`src/rtl/spi_flash_wb_reader_pkg.sv`:
```
// Shared types and constants for the SPI-flash Wishbone reader.
package spi_flash_pkg;

  // Default register map of the downstream WB-to-SPI master
  localparam logic [7:0] DEF_READ_CMD    = 8'h03;
  localparam logic [7:0] DEF_CONFIG_ADDR = 8'h01;
  localparam logic [7:0] DEF_DATA_ADDR   = 8'h02;
  localparam logic [7:0] DEF_INJECT_ADDR = 8'h03;

  // Config register values: bit0 = CS level, bit1 = discard RX
  localparam logic [7:0] CFG_CS_LOW  = 8'h00;
  localparam logic [7:0] CFG_CS_HIGH = 8'h01;

  typedef enum logic [2:0] {
    IDLE, CS_LOW, CMD, DRAIN, INJECT, READ, CS_HIGH
  } state_t;

  typedef enum logic [1:0] {
    PH_IDLE, PH_ISSUE, PH_ACK
  } wb_phase_t;

  // Command/address byte sent at position idx of the 4-byte READ header
  function automatic logic [7:0] cmd_byte(input logic [1:0] idx,
                                          input logic [7:0] cmd,
                                          input logic [23:0] addr);
    logic [7:0] b;
    case (idx)
      2'd0:    b = cmd;
      2'd1:    b = addr[23:16];
      2'd2:    b = addr[15:8];
      default: b = addr[7:0];
    endcase
    return b;
  endfunction

endpackage

```
`src/rtl/spi_flash_wb_reader_if.sv`:
```
// Pipelined Wishbone bus between the reader and the WB-to-SPI master.
interface spi_flash_wb_reader_if;
  logic [7:0] addr;
  logic [7:0] dat_m2s;
  logic [7:0] dat_s2m;
  logic       we;
  logic       sel;
  logic       stb;
  logic       cyc;
  logic       ack;
  logic       stall;

  modport master (
    output addr, dat_m2s, we, sel, stb, cyc,
    input  dat_s2m, ack, stall
  );

  modport slave (
    input  addr, dat_m2s, we, sel, stb, cyc,
    output dat_s2m, ack, stall
  );
endinterface

```
`src/rtl/spi_flash_wb_reader_wb_single_master.sv`:
```
// Single-outstanding pipelined Wishbone op engine: ISSUE then ACK phase.
// done/rdata are combinational on ack so the caller can advance on the
// same edge the engine returns to idle.
module wb_single_master
  import spi_flash_pkg::*;
(
  input  logic       clk,
  input  logic       areset,
  input  logic       op_valid,
  input  logic [7:0] op_addr,
  input  logic [7:0] op_dat,
  input  logic       op_we,
  output logic       op_idle,
  output logic       done,
  output logic [7:0] rdata,
  output logic [7:0] wb_addr,
  output logic [7:0] wb_dat_m2s,
  output logic       wb_we,
  output logic       wb_stb,
  input  logic [7:0] wb_dat_s2m,
  input  logic       wb_ack,
  input  logic       wb_stall
);

  wb_phase_t phase;

  assign op_idle = (phase == PH_IDLE);
  assign done    = (phase == PH_ACK) && wb_ack;
  assign rdata   = wb_dat_s2m;

  // Latch an op, hold stb until the slave stops stalling, then wait for ack
  always_ff @(posedge clk or posedge areset) begin
    if (areset) begin
      phase      <= PH_IDLE;
      wb_stb     <= 1'b0;
      wb_addr    <= 8'h00;
      wb_dat_m2s <= 8'h00;
      wb_we      <= 1'b0;
    end else begin
      case (phase)
        PH_IDLE: begin
          if (op_valid) begin
            wb_addr    <= op_addr;
            wb_dat_m2s <= op_dat;
            wb_we      <= op_we;
            wb_stb     <= 1'b1;
            phase      <= PH_ISSUE;
          end
        end
        PH_ISSUE: begin
          if (!wb_stall) begin
            wb_stb <= 1'b0;
            phase  <= PH_ACK;
          end
        end
        PH_ACK: begin
          if (wb_ack) phase <= PH_IDLE;
        end
        default: phase <= PH_IDLE;
      endcase
    end
  end

endmodule

```
`src/rtl/spi_flash_wb_reader.sv`:
```
// SPI-flash READ (0x03) sequencer driving a WB-to-SPI master; returns the
// flash bytes as an AXI-Stream with tlast on the final byte.
module spi_flash_wb_reader
  import spi_flash_pkg::*;
#(
  parameter logic [7:0] READ_CMD    = DEF_READ_CMD,
  parameter logic [7:0] CONFIG_ADDR = DEF_CONFIG_ADDR,
  parameter logic [7:0] DATA_ADDR   = DEF_DATA_ADDR,
  parameter logic [7:0] INJECT_ADDR = DEF_INJECT_ADDR
) (
  input  logic                          clk,
  input  logic                          areset,
  input  logic                          s_axis_req_tvalid,
  output logic                          s_axis_req_tready,
  input  logic [31:0]                   s_axis_req_tdata,
  output logic                          m_axis_tvalid,
  input  logic                          m_axis_tready,
  output logic [7:0]                    m_axis_tdata,
  output logic                          m_axis_tlast,
  spi_flash_wb_reader_if.master         m_wb,
  output logic                          busy
);

  state_t      state;
  logic [1:0]  idx;
  logic [7:0]  rem;
  logic        cyc_q;
  logic [23:0] faddr;
  logic [7:0]  flen;

  logic        op_valid;
  logic [7:0]  op_addr;
  logic [7:0]  op_dat;
  logic        op_we;
  logic        op_idle;
  logic        done;
  logic [7:0]  rdata;

  assign s_axis_req_tready = (state == IDLE);
  assign busy              = (state != IDLE);
  assign m_wb.sel          = 1'b1;
  assign m_wb.cyc          = cyc_q;

  wb_single_master u_wb (
    .clk        (clk),
    .areset     (areset),
    .op_valid   (op_valid),
    .op_addr    (op_addr),
    .op_dat     (op_dat),
    .op_we      (op_we),
    .op_idle    (op_idle),
    .done       (done),
    .rdata      (rdata),
    .wb_addr    (m_wb.addr),
    .wb_dat_m2s (m_wb.dat_m2s),
    .wb_we      (m_wb.we),
    .wb_stb     (m_wb.stb),
    .wb_dat_s2m (m_wb.dat_s2m),
    .wb_ack     (m_wb.ack),
    .wb_stall   (m_wb.stall)
  );

  // Pick the WB op for the current sequencer position; reads wait for an empty output register
  always_comb begin
    op_valid = 1'b0;
    op_addr  = DATA_ADDR;
    op_dat   = 8'h00;
    op_we    = 1'b0;
    case (state)
      CS_LOW: begin
        op_valid = op_idle;
        op_addr  = CONFIG_ADDR;
        op_dat   = CFG_CS_LOW;
        op_we    = 1'b1;
      end
      CMD: begin
        op_valid = op_idle;
        op_dat   = cmd_byte(idx, READ_CMD, faddr);
        op_we    = 1'b1;
      end
      DRAIN: op_valid = op_idle;
      INJECT: begin
        op_valid = op_idle;
        op_addr  = INJECT_ADDR;
        op_dat   = flen;
        op_we    = 1'b1;
      end
      READ: op_valid = op_idle && (rem != 8'd0) && !m_axis_tvalid;
      CS_HIGH: begin
        op_valid = op_idle;
        op_addr  = CONFIG_ADDR;
        op_dat   = CFG_CS_HIGH;
        op_we    = 1'b1;
      end
      default: op_valid = 1'b0;
    endcase
  end

  // Request address/length capture on the accept handshake
  always_ff @(posedge clk) begin
    if (state == IDLE && s_axis_req_tvalid) begin
      faddr <= s_axis_req_tdata[23:0];
      flen  <= s_axis_req_tdata[31:24];
    end
  end

  // Transaction sequencer: CS low, header, drain, inject, read, CS high
  always_ff @(posedge clk or posedge areset) begin
    if (areset) begin
      state <= IDLE;
      idx   <= 2'd0;
      rem   <= 8'd0;
      cyc_q <= 1'b0;
    end else begin
      case (state)
        IDLE: begin
          if (s_axis_req_tvalid) begin
            rem <= s_axis_req_tdata[31:24];
            idx <= 2'd0;
            if (s_axis_req_tdata[31:24] != 8'd0) state <= CS_LOW;
          end
        end
        CS_LOW: begin
          if (op_valid) cyc_q <= 1'b1;
          if (done) state <= CMD;
        end
        CMD: begin
          if (done) begin
            idx <= idx + 2'd1;
            if (idx == 2'd3) state <= DRAIN;
          end
        end
        DRAIN: begin
          if (done) begin
            idx <= idx + 2'd1;
            if (idx == 2'd3) state <= INJECT;
          end
        end
        INJECT: begin
          if (done) state <= READ;
        end
        READ: begin
          if (done) rem <= rem - 8'd1;
          else if (rem == 8'd0 && !m_axis_tvalid) state <= CS_HIGH;
        end
        CS_HIGH: begin
          if (done) begin
            cyc_q <= 1'b0;
            state <= IDLE;
          end
        end
        default: state <= IDLE;
      endcase
    end
  end

  // Output byte register: loads on a READ ack, clears when the consumer takes it
  always_ff @(posedge clk or posedge areset) begin
    if (areset) begin
      m_axis_tvalid <= 1'b0;
      m_axis_tdata  <= 8'h00;
      m_axis_tlast  <= 1'b0;
    end else if (state == READ && done) begin
      m_axis_tvalid <= 1'b1;
      m_axis_tdata  <= rdata;
      m_axis_tlast  <= (rem == 8'd1);
    end else if (m_axis_tvalid && m_axis_tready) begin
      m_axis_tvalid <= 1'b0;
    end
  end

endmodule
```
`src/flat_wrapper.sv`:
```
// flat-port wrapper written by rule: the top's interface ports become plain ports
module spi_flash_wb_reader_flat import spi_flash_pkg::*;
#(
  parameter logic [7:0] READ_CMD    = DEF_READ_CMD,
  parameter logic [7:0] CONFIG_ADDR = DEF_CONFIG_ADDR,
  parameter logic [7:0] DATA_ADDR   = DEF_DATA_ADDR,
  parameter logic [7:0] INJECT_ADDR = DEF_INJECT_ADDR
)
  (clk, areset, s_axis_req_tvalid, s_axis_req_tready, s_axis_req_tdata, m_axis_tvalid, m_axis_tready, m_axis_tdata, m_axis_tlast, busy, m_wb_addr, m_wb_dat_m2s, m_wb_we, m_wb_sel, m_wb_stb, m_wb_cyc, m_wb_dat_s2m, m_wb_ack, m_wb_stall);
  spi_flash_wb_reader_if m_wb_i ();
  input  logic clk;
  input  logic areset;
  input  logic s_axis_req_tvalid;
  output logic s_axis_req_tready;
  input  logic [31:0] s_axis_req_tdata;
  output logic m_axis_tvalid;
  input  logic m_axis_tready;
  output logic [7:0] m_axis_tdata;
  output logic m_axis_tlast;
  output logic busy;
  output wire logic [$bits(m_wb_i.addr)-1:0] m_wb_addr;
  output wire logic [$bits(m_wb_i.dat_m2s)-1:0] m_wb_dat_m2s;
  output wire logic [$bits(m_wb_i.we)-1:0] m_wb_we;
  output wire logic [$bits(m_wb_i.sel)-1:0] m_wb_sel;
  output wire logic [$bits(m_wb_i.stb)-1:0] m_wb_stb;
  output wire logic [$bits(m_wb_i.cyc)-1:0] m_wb_cyc;
  input wire logic [$bits(m_wb_i.dat_s2m)-1:0] m_wb_dat_s2m;
  input wire logic [$bits(m_wb_i.ack)-1:0] m_wb_ack;
  input wire logic [$bits(m_wb_i.stall)-1:0] m_wb_stall;
  assign m_wb_addr = m_wb_i.addr;
  assign m_wb_dat_m2s = m_wb_i.dat_m2s;
  assign m_wb_we = m_wb_i.we;
  assign m_wb_sel = m_wb_i.sel;
  assign m_wb_stb = m_wb_i.stb;
  assign m_wb_cyc = m_wb_i.cyc;
  assign m_wb_i.dat_s2m = m_wb_dat_s2m;
  assign m_wb_i.ack = m_wb_ack;
  assign m_wb_i.stall = m_wb_stall;
  spi_flash_wb_reader #(.READ_CMD(READ_CMD), .CONFIG_ADDR(CONFIG_ADDR), .DATA_ADDR(DATA_ADDR), .INJECT_ADDR(INJECT_ADDR)) u_core (.clk(clk), .areset(areset), .s_axis_req_tvalid(s_axis_req_tvalid), .s_axis_req_tready(s_axis_req_tready), .s_axis_req_tdata(s_axis_req_tdata), .m_axis_tvalid(m_axis_tvalid), .m_axis_tready(m_axis_tready), .m_axis_tdata(m_axis_tdata), .m_axis_tlast(m_axis_tlast), .m_wb(m_wb_i), .busy(busy));
endmodule
```
`config.mk`:
```
export PLATFORM = sky130hd
export DESIGN_NAME = spi_flash_wb_reader_flat
export DESIGN_NICKNAME = d
export VERILOG_FILES = /design/src/rtl/spi_flash_wb_reader_pkg.sv /design/src/rtl/spi_flash_wb_reader_if.sv /design/src/rtl/spi_flash_wb_reader_wb_single_master.sv /design/src/rtl/spi_flash_wb_reader.sv /design/src/flat_wrapper.sv
export SDC_FILE = /design/constraint.sdc
export NUM_CORES = 1
export LEC_CHECK = 0
export ABC_AREA = 1
export CAP_MARGIN = 30
export CORE_UTILIZATION = 54
export DETAILED_ROUTE_END_ITERATION = 12
export GPL_TIMING_DRIVEN = 0
export PLACE_DENSITY = 0.86
export SYNTH_ARGS = -nofsm -noshare
export SYNTH_HDL_FRONTEND = slang
export SYNTH_SLANG_ARGS = --single-unit
```
`constraint.sdc`:
```
create_clock -name clk -period 4.1 [get_ports clk]
set_clock_uncertainty 0.05 [all_clocks]
set_input_delay 0.615 -clock clk [delete_from_list [all_inputs] [get_ports clk]]
set_output_delay 0.615 -clock clk [all_outputs]
set_load 0.01 [all_outputs]
```
Word-level counts from Yosys, hierarchy flattened
Index checks and enable logic that the tools add are counted.
{ "word_totals": {"ff_bits": 76, "latch_bits": 0, "mem_bits_rw": 0, "romBits": 0, "output_inout_bits": 32, "word_cells": 110, "mem_count": 0} }
{ "classes": {"addsub": 2, "multipliers": 0, "div_mod_pow": 0, "order_cmp": 0, "eq_ne": 29, "n_shift": 0, "muxes": 34, "n_bitwise": 0, "n_reduce_logical": 31} }
{ "ops": {"columns": ["op", "count"], "rows": [
  ["case mux 8 bit (3 select lines)", 2],
  ["2-to-1 mux 3 bit", 11],
  ["inequality test 2 x 1 -> 1 bit, second input constant", 13],
  ["case mux 3 bit (7 select lines)", 1],
  ["2-to-1 mux 8 bit", 2],
  ["case mux 8 bit (2 select lines)", 1],
  ["nonzero test 8 bit", 2],
  ["AND reduction 3 bit", 5],
  ["AND reduction 11 bit", 1],
  ["2-to-1 mux 2 bit", 5],
  ["nonzero test 2 bit", 5],
  ["equality test 3 bit, second input constant", 3],
  ["equality test 8 x 1 -> 1 bit, second input constant", 1],
  ["logical NOT 8 bit", 1],
  ["inequality test 2 bit, second input constant", 4],
  ["case mux 2 bit (2 select lines)", 2],
  ["subtractor 8 x 1 -> 8 bit, second input constant", 1],
  ["logical AND 1 bit", 7],
  ["equality test 2 bit, second input constant", 3],
  ["equality test 3 x 2 -> 1 bit, second input constant", 2],
  ["2-to-1 mux 1 bit", 6],
  ["case mux 1 bit (2 select lines)", 3],
  ["case mux 2 bit (3 select lines)", 1],
  ["OR reduction 5 bit", 1],
  ["other kinds (10)", 13]
]} }

Depth between registers and ports, before layout
{ "depth": {"ltp_word": 6, "depth_mapped": 11, "ltp_nobuf": 10} }

Hierarchy
From an unflattened synthesis, not the netlist that was laid out.
{ "hier_totals": {"cells_unflattened": 374, "hier_area_um2": 3505.9} }
{ "modules_own_cells": {"columns": ["module", "n_inst", "cells_per_inst", "area_per_inst_um2", "seq_area_each_um2"], "rows": [
  ["spi_flash_wb_reader", 1, 276, 2628.8, 1561.5],
  ["wb_single_master", 1, 98, 877.1, 500.5]
]} }

Least setup slack after synthesis
OpenSTA, ideal clock, no wires.
{ "synth_timing": {"path_type": "register -> register", "from": "register u_core.state[0]", "to": "register u_core.faddr[0] (enable)", "arrival_ns": 1.597, "setup_slack_ns": 2.066, "stages_incl_launch_ff": 4, "period_less_slack_ns": 2.034, "cell_sequence": "dfrtp_1 > nor3_2 > nand2_1 > inv_1"} }
{ "synth_via": {"elab_chain_len": 2} }
{ "synth_lines": {"columns": ["item", "line", "source"], "rows": [
  ["from (decl)", "spi_flash_wb_reader.sv:24", "state_t state;"],
  ["from (signal assigned)", "spi_flash_wb_reader.sv:110", "state <= IDLE;"],
  ["from (signal assigned)", "spi_flash_wb_reader.sv:120", "if (s_axis_req_tdata[31:24] != 8'd0) state <= CS_LOW;"],
  ["from (signal assigned)", "spi_flash_wb_reader.sv:125", "if (done) state <= CMD;"],
  ["logical NOT 3 bit", null, null],
  ["named net s_axis_req_tready", "flat_wrapper.sv:14", "output logic s_axis_req_tready;"],
  ["logical AND 1 bit", "spi_flash_wb_reader.sv:101", "if (state == IDLE && s_axis_req_tvalid) begin"],
  ["to (signal assigned)", "spi_flash_wb_reader.sv:102", "faddr <= s_axis_req_tdata[23:0];"],
  ["to (decl)", "spi_flash_wb_reader.sv:28", "logic [23:0] faddr;"]
]} }
The timed path passes the listed nets, and every way through them passes these cells.
A chain may end at the register's enable or synchronous reset.

Worst setup path after layout
{ "layout_timing": {"from": "register u_core.state[0]", "to": "output port s_axis_req_tready"} }
{ "layout_via": {"elab_chain_len": 1} }
{ "layout_lines": {"columns": ["item", "line", "source"], "rows": [
  ["logical NOT 3 bit", "spi_flash_wb_reader.sv:39", "assign s_axis_req_tready = (state == IDLE);"],
  ["to (decl)", "flat_wrapper.sv:14", null]
]} }
Every way passes these cells.

==> qor_table.md <==
| Quantity | Reported |
|---|---|
| Run status | finished, final reports clean |
| Crit Reg-Reg Startpoint | u_core.state[0]$_DFFE_PP0P_ |
| Max-slew violation count | 0 |
| Layout overhead on the synthesized area | 30.95% |
| Post-DP Area | 0.004164 mm^2 |
| WL per Instance | 14.06 um |
| Floorplan Core Area | 0.005921 mm^2 |
| Largest net degree at the start of global routing | 39 |
| Diodes inserted | 0 |
| Critical hold path startpoint | u_core.m_axis_tdata[2]$_DFFE_PP0P_ |
| Worst setup path startpoint | u_core.state[0]$_DFFE_PP0P_ |
| Maximum ir drop on the vdd rail | 0.0004603 V |
| Power per cell area | 663.1 mW/mm^2 |
| First-pass iteration count of the detailed router | 5 |
| Critical Path Sink Type | output port |
| TritonCTS clock tree | built |
| Mapped Avg Cell Area | 9.549 um^2 |
| Most frequent standard cell in the layout excluding fill and tap cells | sky130_fd_sc_hd__nand2_1 |
| Category of the most critical setup path | reg2out |
| Synthesized netlist cell count | 348 |
| Remaining antenna violation count | 0 |
| GR Util All Layers | 0.2462 |
| FF+latch count, synth | 70 |
| Cell row count | 28 |
| Post-route DRC violation count | 0 |
| Number of resized instances in the post-cts repair step | 0 |
| Initial antenna violation count | 0 |
| Netlist area before placement | 0.003323 mm^2 |
| Gp weighted congestion | 0.9328 |
| Final HPWL DP | 5343 um |
| Number of setup buffers added after CTS | 0 |
| Input/output buffers | 70 |
| Level count of the clock H-tree | 3 |
| Share of final-layout standard cells stronger than drive strength 1 | 0.1273 |
| Clock group share of total power | 0.180 |
| Number of vias in the routed layout | 2,743 |
| Critical Path Fanout Max | 7 |
| Part of the power in registers | 0.389 |
| Hold-fix buffers, CTS | 0 |
| Number of DRC markers after the initial detailed-route iteration | 176 |
| Leakage power | 1.934 nW |
| Final Cycle Share | 0.5992 |
| Sinks on the clock net | 70 |
| Maximum Capacitance Violations | 0 |
| Global route total overflow | 0 |
| Number of library cell types mapped by synthesis | 33 |
| RSZ-0062 raised after global routing | false |
| Total count of hold-check failures in the final report | 0 |
| Worst Setup Slack post-DPL | 1841 ps |
| Vias per Instance | 5.326 |
| Count of boundary I/O pins | 78 |
| # fillers | 424 |
| Initial core utilization | 0.5613 |
| Wire length of the first global-routing pass | 11,630 um |
| Clock Tree Root | sky130_fd_sc_hd__clkbuf_8 |
| Slew @ Worst Pin | 784.3 ps |
| Synth warn | 0 |
| Post-route cell area | 0.004352 mm^2 |
| Commonest cells after routing, fill and taps aside | 99 x sky130_fd_sc_hd__nand2_1, 70 x sky130_fd_sc_hd__clkdlybuf4s50_1, 38 x sky130_fd_sc_hd__dfrtp_1 |
| Floorplan die width | 80.45 um |
| Final nets | 488 |
| Power share of the combinational group | 0.430 |
| Post-detailed-routing wire length | 7239 um |
| Critical Path Source Type | flip-flop |
| Cell total after placement | 499 |
| Setup TNS after final layout | 0 ps |
| Shortest clock period the worst path allows after layout | 2457 ps |
| Internal | 0.001787 W |
| TritonCTS Buffers | 9 |
| Final Worst Setup Slack | 1643 ps |
| Min-Delay Path Class | reg2reg |
| Combined area of the multi-input logic cells | 0.001195 mm^2 |
| DIE AREA | 0.006471 mm^2 |
| Die span in y | 80.45 um |
| Deepest clock path buffer count | 2 |
| Achievable frequency | 407.1 MHz |
| Clock-pin slew reported for the worst setup and hold paths after clock tree synthesis | 70 ps |
| Source-to-sink clock delay at the later pin of the worst-skew pair | 340 ps |
| Sequential fraction of the synthesis area | 0.5753 |
| Setup-failing EPs final | 0 |
| Net switching power | 0.001098 W |
| Arr. time, crit path | 1790 ps |
| Vias in the first global route | 2,588 |
| Final hold slack | 429.0 ps |
| Register area | 0.001912 mm^2 |
| Switching Share | 0.3806 |
| Critical path required time | 3430 ps |
| Relative slew margins | 0.4764 |
| Cell Count, Final, Fillers Out | 515 |
per-stage QoR:
stage | util | power [W]
2_1_floorplan | - | 0.001893
3_3_place_gp | 0.6986 | 0.002288
3_5_place_dp | 0.7033 | 0.002367
4_1_cts | 0.7350 | 0.002888
5_1_grt | 0.7350 | 0.003082
6_report | 0.7350 | 0.002886
power groups by stage:
stage / sequential, W / clock, W / combinational (W)
after floorplan: 0.00115 / 0 / 0.000738
after global placement: 0.00112 / 0 / 0.00116
after detailed placement: 0.00113 / 0 / 0.00123
after CTS: 0.00112 / 0.000525 / 0.00124
after global routing: 0.00115 / 0.000556 / 0.00138
final: 0.00112 / 0.000521 / 0.00124
routing by layer:
layer  track usage  routed length (um)  vias to the layer above
met5             0                   0                        -
met2        0.4178                3684                      134
met4        0.1339                 189                        0
met1        0.2856                2883                     1281
li1              -                   -                     1307
met3       0.05909                 481                       21
final timing paths:
| kind | slack (ps) | to | depth (start not counted) |
|---|---|---|---|
| hold / removal | 430 | u_core.m_axis_tdata[2]$_DFFE_PP0P_ | 2 |
| setup / recovery | 1640 | s_axis_req_tready | 2 |
| hold reg to reg | 430 | u_core.m_axis_tdata[2]$_DFFE_PP0P_ | 2 |
| setup reg to reg | 2180 | u_core.faddr[20]$_DFFE_PP_ | 4 |
| max in group asynchronous | 2810 | u_core.rem[6]$_DFFE_PP0P_ | 2 |
| min in group asynchronous | 690 | u_core.u_wb.wb_dat_m2s[0]$_DFFE_PP0P_ | 2 |
cells in the mapped netlist (all sizes together):
| cell | number | area (um^2) |
|---|---|---|
| nand2 | 118 | 535.5 |
| nor3 | 2 | 15.01 |
| o21a | 1 | 7.510 |
| o21ai | 28 | 147.6 |
| o21bai | 1 | 7.510 |
| nor2 | 17 | 66.32 |
| o22ai | 3 | 18.77 |
| and3 | 1 | 6.260 |
| edfxtp | 32 | 960.9 |
| conb | 2 | 7.510 |
| clkbuf | 4 | 15.01 |
| or2 | 2 | 12.51 |
| a22o | 1 | 8.760 |
| buf | 11 | 90.09 |
| o211ai | 3 | 22.52 |
| a22oi | 2 | 15.01 |
| ha | 7 | 87.58 |
| dfrtp | 38 | 950.9 |
| nand3 | 17 | 90.09 |
| nand4 | 6 | 37.54 |
| a21oi | 18 | 90.09 |
| inv | 34 | 130.1 |
critical path: stages (launching register included):
cell,delay (ps)
sky130_fd_sc_hd__dfrtp_1,480
sky130_fd_sc_hd__nor3_2,370
sky130_fd_sc_hd__clkdlybuf4s50_1,600
sequential cells by signal, indices dropped and copies added, names as in the netlist, 2 cells and up:
| signal | flops |
|---|---|
| u_core.faddr | 24 |
| u_core.flen | 8 |
| u_core.idx | 2 |
| u_core.m_axis_tdata | 8 |
| u_core.rem | 8 |
| u_core.state | 3 |
| u_core.u_wb.phase | 2 |
| u_core.u_wb.wb_addr | 2 |
| u_core.u_wb.wb_dat_m2s | 8 |
cells by family after synthesis:
group | count (synthesis) | synth area share
and+or+nand+nor | 163 | 0.2297
DFF | 70 | 0.5753
AOI/OAI and AO/OA | 57 | 0.09563
buffers and inverters | 49 | 0.07078
adders and majority gates | 7 | 0.02635
other | 2 | 0.002260
final cells by class:
class                   instances  area share
flip-flops and latches         70      0.4393
repair buffers                 71      0.1673
clock buffers                  13     0.03910
inverters                      34     0.02990
well taps                      75     0.02156
multi-input cells             234      0.2746
plain buffers                  15     0.02415
clock inverters                 3    0.004025
(Power assumes the default switching activity.)
==> patch 1 (same settings) <==
Reset style: synchronous (`areset`), changed in 3 clocked blocks.
--- a/src/rtl/spi_flash_wb_reader_wb_single_master.sv
+++ b/src/rtl/spi_flash_wb_reader_wb_single_master.sv
@@ -31,3 +31,3 @@
   // Latch an op, hold stb until the slave stops stalling, then wait for ack
-  always_ff @(posedge clk or posedge areset) begin
+  always_ff @(posedge clk) begin
     if (areset) begin
--- a/src/rtl/spi_flash_wb_reader.sv
+++ b/src/rtl/spi_flash_wb_reader.sv
@@ -107,3 +107,3 @@
   // Transaction sequencer: CS low, header, drain, inject, read, CS high
-  always_ff @(posedge clk or posedge areset) begin
+  always_ff @(posedge clk) begin
     if (areset) begin
@@ -157,3 +157,3 @@
   // Output byte register: loads on a READ ack, clears when the consumer takes it
-  always_ff @(posedge clk or posedge areset) begin
+  always_ff @(posedge clk) begin
     if (areset) begin
Check against the original RTL: differs if areset is asserted again (counterexample within 4 cycles, from zero or initial values and one cycle with areset high); with areset held inactive, the same outputs for 10 cycles.
==> patch 1 against the original RTL <==
Synthesized area is 3.8% lower; critical path depth rose by 2; cell area shrank 4.2%; sequential cell count unchanged; total power down 8.6%; worst setup slack improved by 1.2 ps; sequential share of layout area is 2.6 points lower; routed wire length is 5.1% higher; global-route usage increased by 2.0 points; largest cell class unchanged.
==> patch 1: results (changes against the original RTL) <==
Number of global-route vias before repair -> 2710 (+4.7%)
Routed via count -> 2945 (+7.4%)
Fillcell total -> 425 (+0.24%)
Initial DRC Count -> 313 (+78%)
Post-synth EDFFs -> 32 (unchanged)
# port buffers -> 69 (-1.4%)
CTS Buf Count -> 9 (unchanged)
WL per Instance -> 13.9 um (-1.2%)
Worst-margin pin slew -> 937 ps (+153 ps)
Prevailing post-synth register cell -> dfxtp_1
Largest net degree at the start of global routing -> 35 (-10%)
Status -> completed
Sequential area share after synthesis -> 53.9% (-3.7 points)
1st-pass router iterations -> 5 (unchanged)
GRT Total Usage -> 26.6% (+2.0 points)
Max-slew violation count -> 0 (unchanged)
Leakage -> 1.72 nW (-11%)
Max Root-Sink Buffers -> 2 (unchanged)
Share of layout cells above drive strength 1 -> 7.35% (-5.4 points)
Initial antenna violation count -> 0 (unchanged)
Yosys warnings -> 0 (unchanged)
Nets -> 524 (+7.4%)
Asr flop ratio synth -> 0% (-54 points)
Ranking of synthesized cells by area -> edfxtp_1 30%, dfxtp_1 24%, nand2_1 8.6%
Synth cell count leaders -> 73 x nand2_1, 73 x nor2_1, 38 x dfxtp_1, 35 x o21ai_0, 32 x edfxtp_1
GPL Wtd Cong -> 0.904 (-3.1%)
# Post-CTS Setup Buffers -> 0 (unchanged)
Crit-path max FO -> 8 (+1)
Top reg by flops -> u_core.faddr
Max reg flops -> 24 (unchanged)
Placed wire-length estimate -> 5460 um (+2.3%)
Netlist cell types -> 29 (-12%)
Maximum vdd drop -> 0.000346 V (-25%)
Worst-path clk slew -> 70 ps (about the same)
Worst EP arrival -> 1790 ps (about the same)
CTS root buffer -> clkbuf_8
First-pass GRT wire length -> 12600 um (+8.7%)
Diode count -> 0 (unchanged)
Clk_lat worst skew -> 350 ps
Post_cts resized -> 0 (unchanged)
Htree depth -> 3 (unchanged)
Worst Hold Class -> flip-flop to flip-flop
## patch 1: changes by cell type after synthesis, sizes merged, moves of 2 or more
cell	unedited run	this run
a21oi	18	31
nor3	2	5
nor2	17	75
dfrtp	38	0
a31oi	0	2
o21ai	28	39
dfxtp	0	38
clkbuf	4	6
o22ai	3	0
nand2	118	77
nand4	6	4
## patch 1: per-layer routing
| metal | vias up | share of wire, % | track usage, % | routed length (um) |
|---|---|---|---|---|
| li1 | 1426 | - | - | - |
| met1 | 1356 | 42 | 34.4 | 3230 |
| met2 | 141 | 48 | 43.7 | 3690 |
| met3 | 22 | 6.5 | 4.48 | 492 |
| met4 | 0 | 2.7 | 12.2 | 203 |
| met5 | - | 0 | 0 | 0 |
## patch 1: path summary, 6_finish.rpt
check	cells past startpoint	endpoint	slack, ps	start
max	4	s_axis_req_tready	1640	u_core.state[2]
min	2	u_core.m_wb.cyc	400	u_core.m_wb.cyc
max reg2reg	9	u_core.rem[5]	1870	u_core.state[2]
min reg2reg	2	u_core.m_wb.cyc	400	u_core.m_wb.cyc
## patch 1: critical path: stages, from the launching register on
cell and delay [ps]:
dfxtp_1 370, inv_1 200, nand2_1 160, inv_1 130, clkdlybuf4s50_1 570
## patch 1: report_power, final
part,switching (mW),total (mW),internal [mW]
Clock,0.254,0.487,0.233
Sequential,0.0987,1.03,0.933
Combinational,0.678,1.12,0.442
Total,1.03,2.64,1.61
## patch 1: per-stage QoR
step / worst slack [ps] / utilization (%) / area [sq um] / std cells / hold slack (ps)
after floorplan: 1860 / - / 3220 / 391 / 417
after global placement: 982 / 71.3 / 4000 / 532 / 391
after detailed placement: 1420 / 71.4 / 4000 / 532 / 393
after CTS: 1670 / 74.4 / 4170 / 548 / 403
after global routing: 1530 / 74.4 / 4170 / 548 / 431
final: 1640 / 74.4 / 4170 / 548 / 404
## patch 1: final cells by class
cell class                 count  area share [%]
sequential                    70            41.3
multi-input combinational    269            30.2
timing repair buffer          69            16.6
clock buffer                  12            3.48
inverter                      34            3.06
buffer                        18            2.64
tap                           72            2.16
clock inverter                 4           0.570
## patch 1: cells by family (layout without fill, tap and decap cells)
| group | count (synthesis) | in the layout | synth area share, % |
|---|---|---|---|
| AND/OR/NAND/NOR | 180 | 180 | 23.7 |
| other | 2 | 7 | 0.235 |
| buffers and inverters | 52 | 137 | 7.44 |
| flip-flops | 70 | 70 | 53.9 |
| adder cells (fa/ha/maj) | 7 | 7 | 2.74 |
| AO/OA/AOI/OAI | 75 | 75 | 12.1 |
==> patch 2 (config.mk and constraints unchanged) <==
Made on the original files. Encoding of `wb_phase_t`: now one-hot (3 bits for 3 values).
--- a/src/rtl/spi_flash_wb_reader_pkg.sv
+++ b/src/rtl/spi_flash_wb_reader_pkg.sv
@@ -17,4 +17,4 @@
 
-  typedef enum logic [1:0] {
-    PH_IDLE, PH_ISSUE, PH_ACK
+  typedef enum logic [2:0] {
+    PH_IDLE = 3'b001, PH_ISSUE = 3'b010, PH_ACK = 3'b100
   } wb_phase_t;
Check against the original RTL: same outputs for any inputs over 10 cycles, from zero or initial values and one cycle with areset high; not proved beyond that.
==> patch 2 against the original RTL <==
Sequential cell count increased by 1; worst setup slack improved by 110 ps; die area increased by 4.7%; routed wire length increased by 7.2%; largest cell class unchanged; critical path type unchanged; total power decreased by 3.3%; clock power decreased by 6.7%; critical path depth increased by 1; cell area increased by 3.2%; hold slack got worse by 3.9 ps; synthesized area increased by 4.8%.
==> patch 2: results (changes against the original RTL) <==
Status -> completed
Maximum vdd drop -> 0.000468 V (+1.7%)
WL per Instance -> 14.4 um (+2.6%)
R2R depth -> 7 (+3)
Slew headroom -> 44.3% (-3.3 points)
First-pass GRT wire length -> 12400 um (+6.8%)
1st-pass router iterations -> 4 (-1)
Met1 usage -> 31.4% (+2.8 points)
Synth cell count leaders -> 109 x nand2_1, 38 x dfrtp_1, 34 x o21ai_0, 32 x edfxtp_1, 30 x inv_1
GR Util met3 -> 3.63% (-2.3 points)
Placed wire-length estimate -> 5670 um (+6.2%)
Share of layout cells above drive strength 1 -> 13.2% (+0.45 points)
R2r endpoint -> u_core.u_wb.wb_dat_m2s[0]
Routed via count -> 2815 (+2.6%)
Nets -> 511 (+4.7%)
Crit-path max FO -> 10 (+3)
Hold endpoint -> u_core.m_axis_tdata[0]
Hold Startpoint -> u_core.m_axis_tdata[0]
WL met3 -> 331 um (-31%)
Worst hold slack -> 425 ps (-3.87 ps)
DR WL met2 -> 3870 um (+5.1%)
Sequential area share after synthesis -> 55.6% (-1.9 points)
Largest net degree at the start of global routing -> 40 (+2.6%)
Worst EP arrival -> 1690 ps (-100 ps)
Met1 Wirelength -> 3330 um (+16%)
Netlist cell types -> 39 (+18%)
Ranking of synthesized cells by area -> edfxtp_1 28%, dfrtp_1 27%, nand2_1 12%
GRT Total Usage -> 25.5% (+0.87 points)
CP peak stage delay -> 580 ps (-20 ps)
Asr flop ratio synth -> 54.9% (+0.64 points)
Number of global-route vias before repair -> 2729 (+5.4%)
-- patch 2: power by group through the flow --
stage	clock [mW]	sequential, mW	combinational [mW]
after floorplan	0	1.09	0.804
after global placement	0	1.08	1.16
after detailed placement	0	1.08	1.23
after CTS	0.491	1.07	1.23
after global routing	0.519	1.09	1.37
final	0.486	1.07	1.23
-- patch 2: final cells by class --
class | instances | area (sq um) | area share (%)
plain buffers | 18 | 153 | 3.40
clock buffers | 12 | 145 | 3.23
clock inverters | 4 | 21.3 | 0.474
inverters | 34 | 133 | 2.95
multi-input cells | 253 | 1280 | 28.5
flip-flops and latches | 71 | 1940 | 43.2
well taps | 75 | 93.8 | 2.09
repair buffers | 71 | 728 | 16.2
-- patch 2: logic make-up after synthesis --
logic type | count (synthesis) | share of synthesized area, %
simple gates | 178 | 23.6
buf+inv | 52 | 8.19
compound gates | 61 | 9.84
other cells | 2 | 0.216
fa+ha+maj | 7 | 2.51
flops | 71 | 55.6
-- patch 2: worst max-delay path by stage --
| stage | from | to | slack [ps] | cells after the start |
|---|---|---|---|---|
| floorplan | u_core.state[0] | u_core.rem[3] | 2050 | 7 |
| global placement | s_axis_req_tvalid | u_core.rem[5] | 1320 | 6 |
| detailed placement | s_axis_req_tvalid | u_core.faddr[20] | 1980 | 4 |
| CTS | u_core.state[0] | s_axis_req_tready | 1720 | 3 |
| global route | u_core.state[1] | s_axis_req_tready | 1680 | 3 |
| finish | u_core.state[0] | s_axis_req_tready | 1750 | 3 |
-- patch 2: per-stage QoR --
stage,setup WS (ps),instances,utilization (%)
6_report,1750,538,74.1
5_1_grt,1680,538,74.1
4_1_cts,1720,538,74.1
3_5_place_dp,1980,522,71.3
3_3_place_gp,1320,521,70.9
2_1_floorplan,2050,376,-
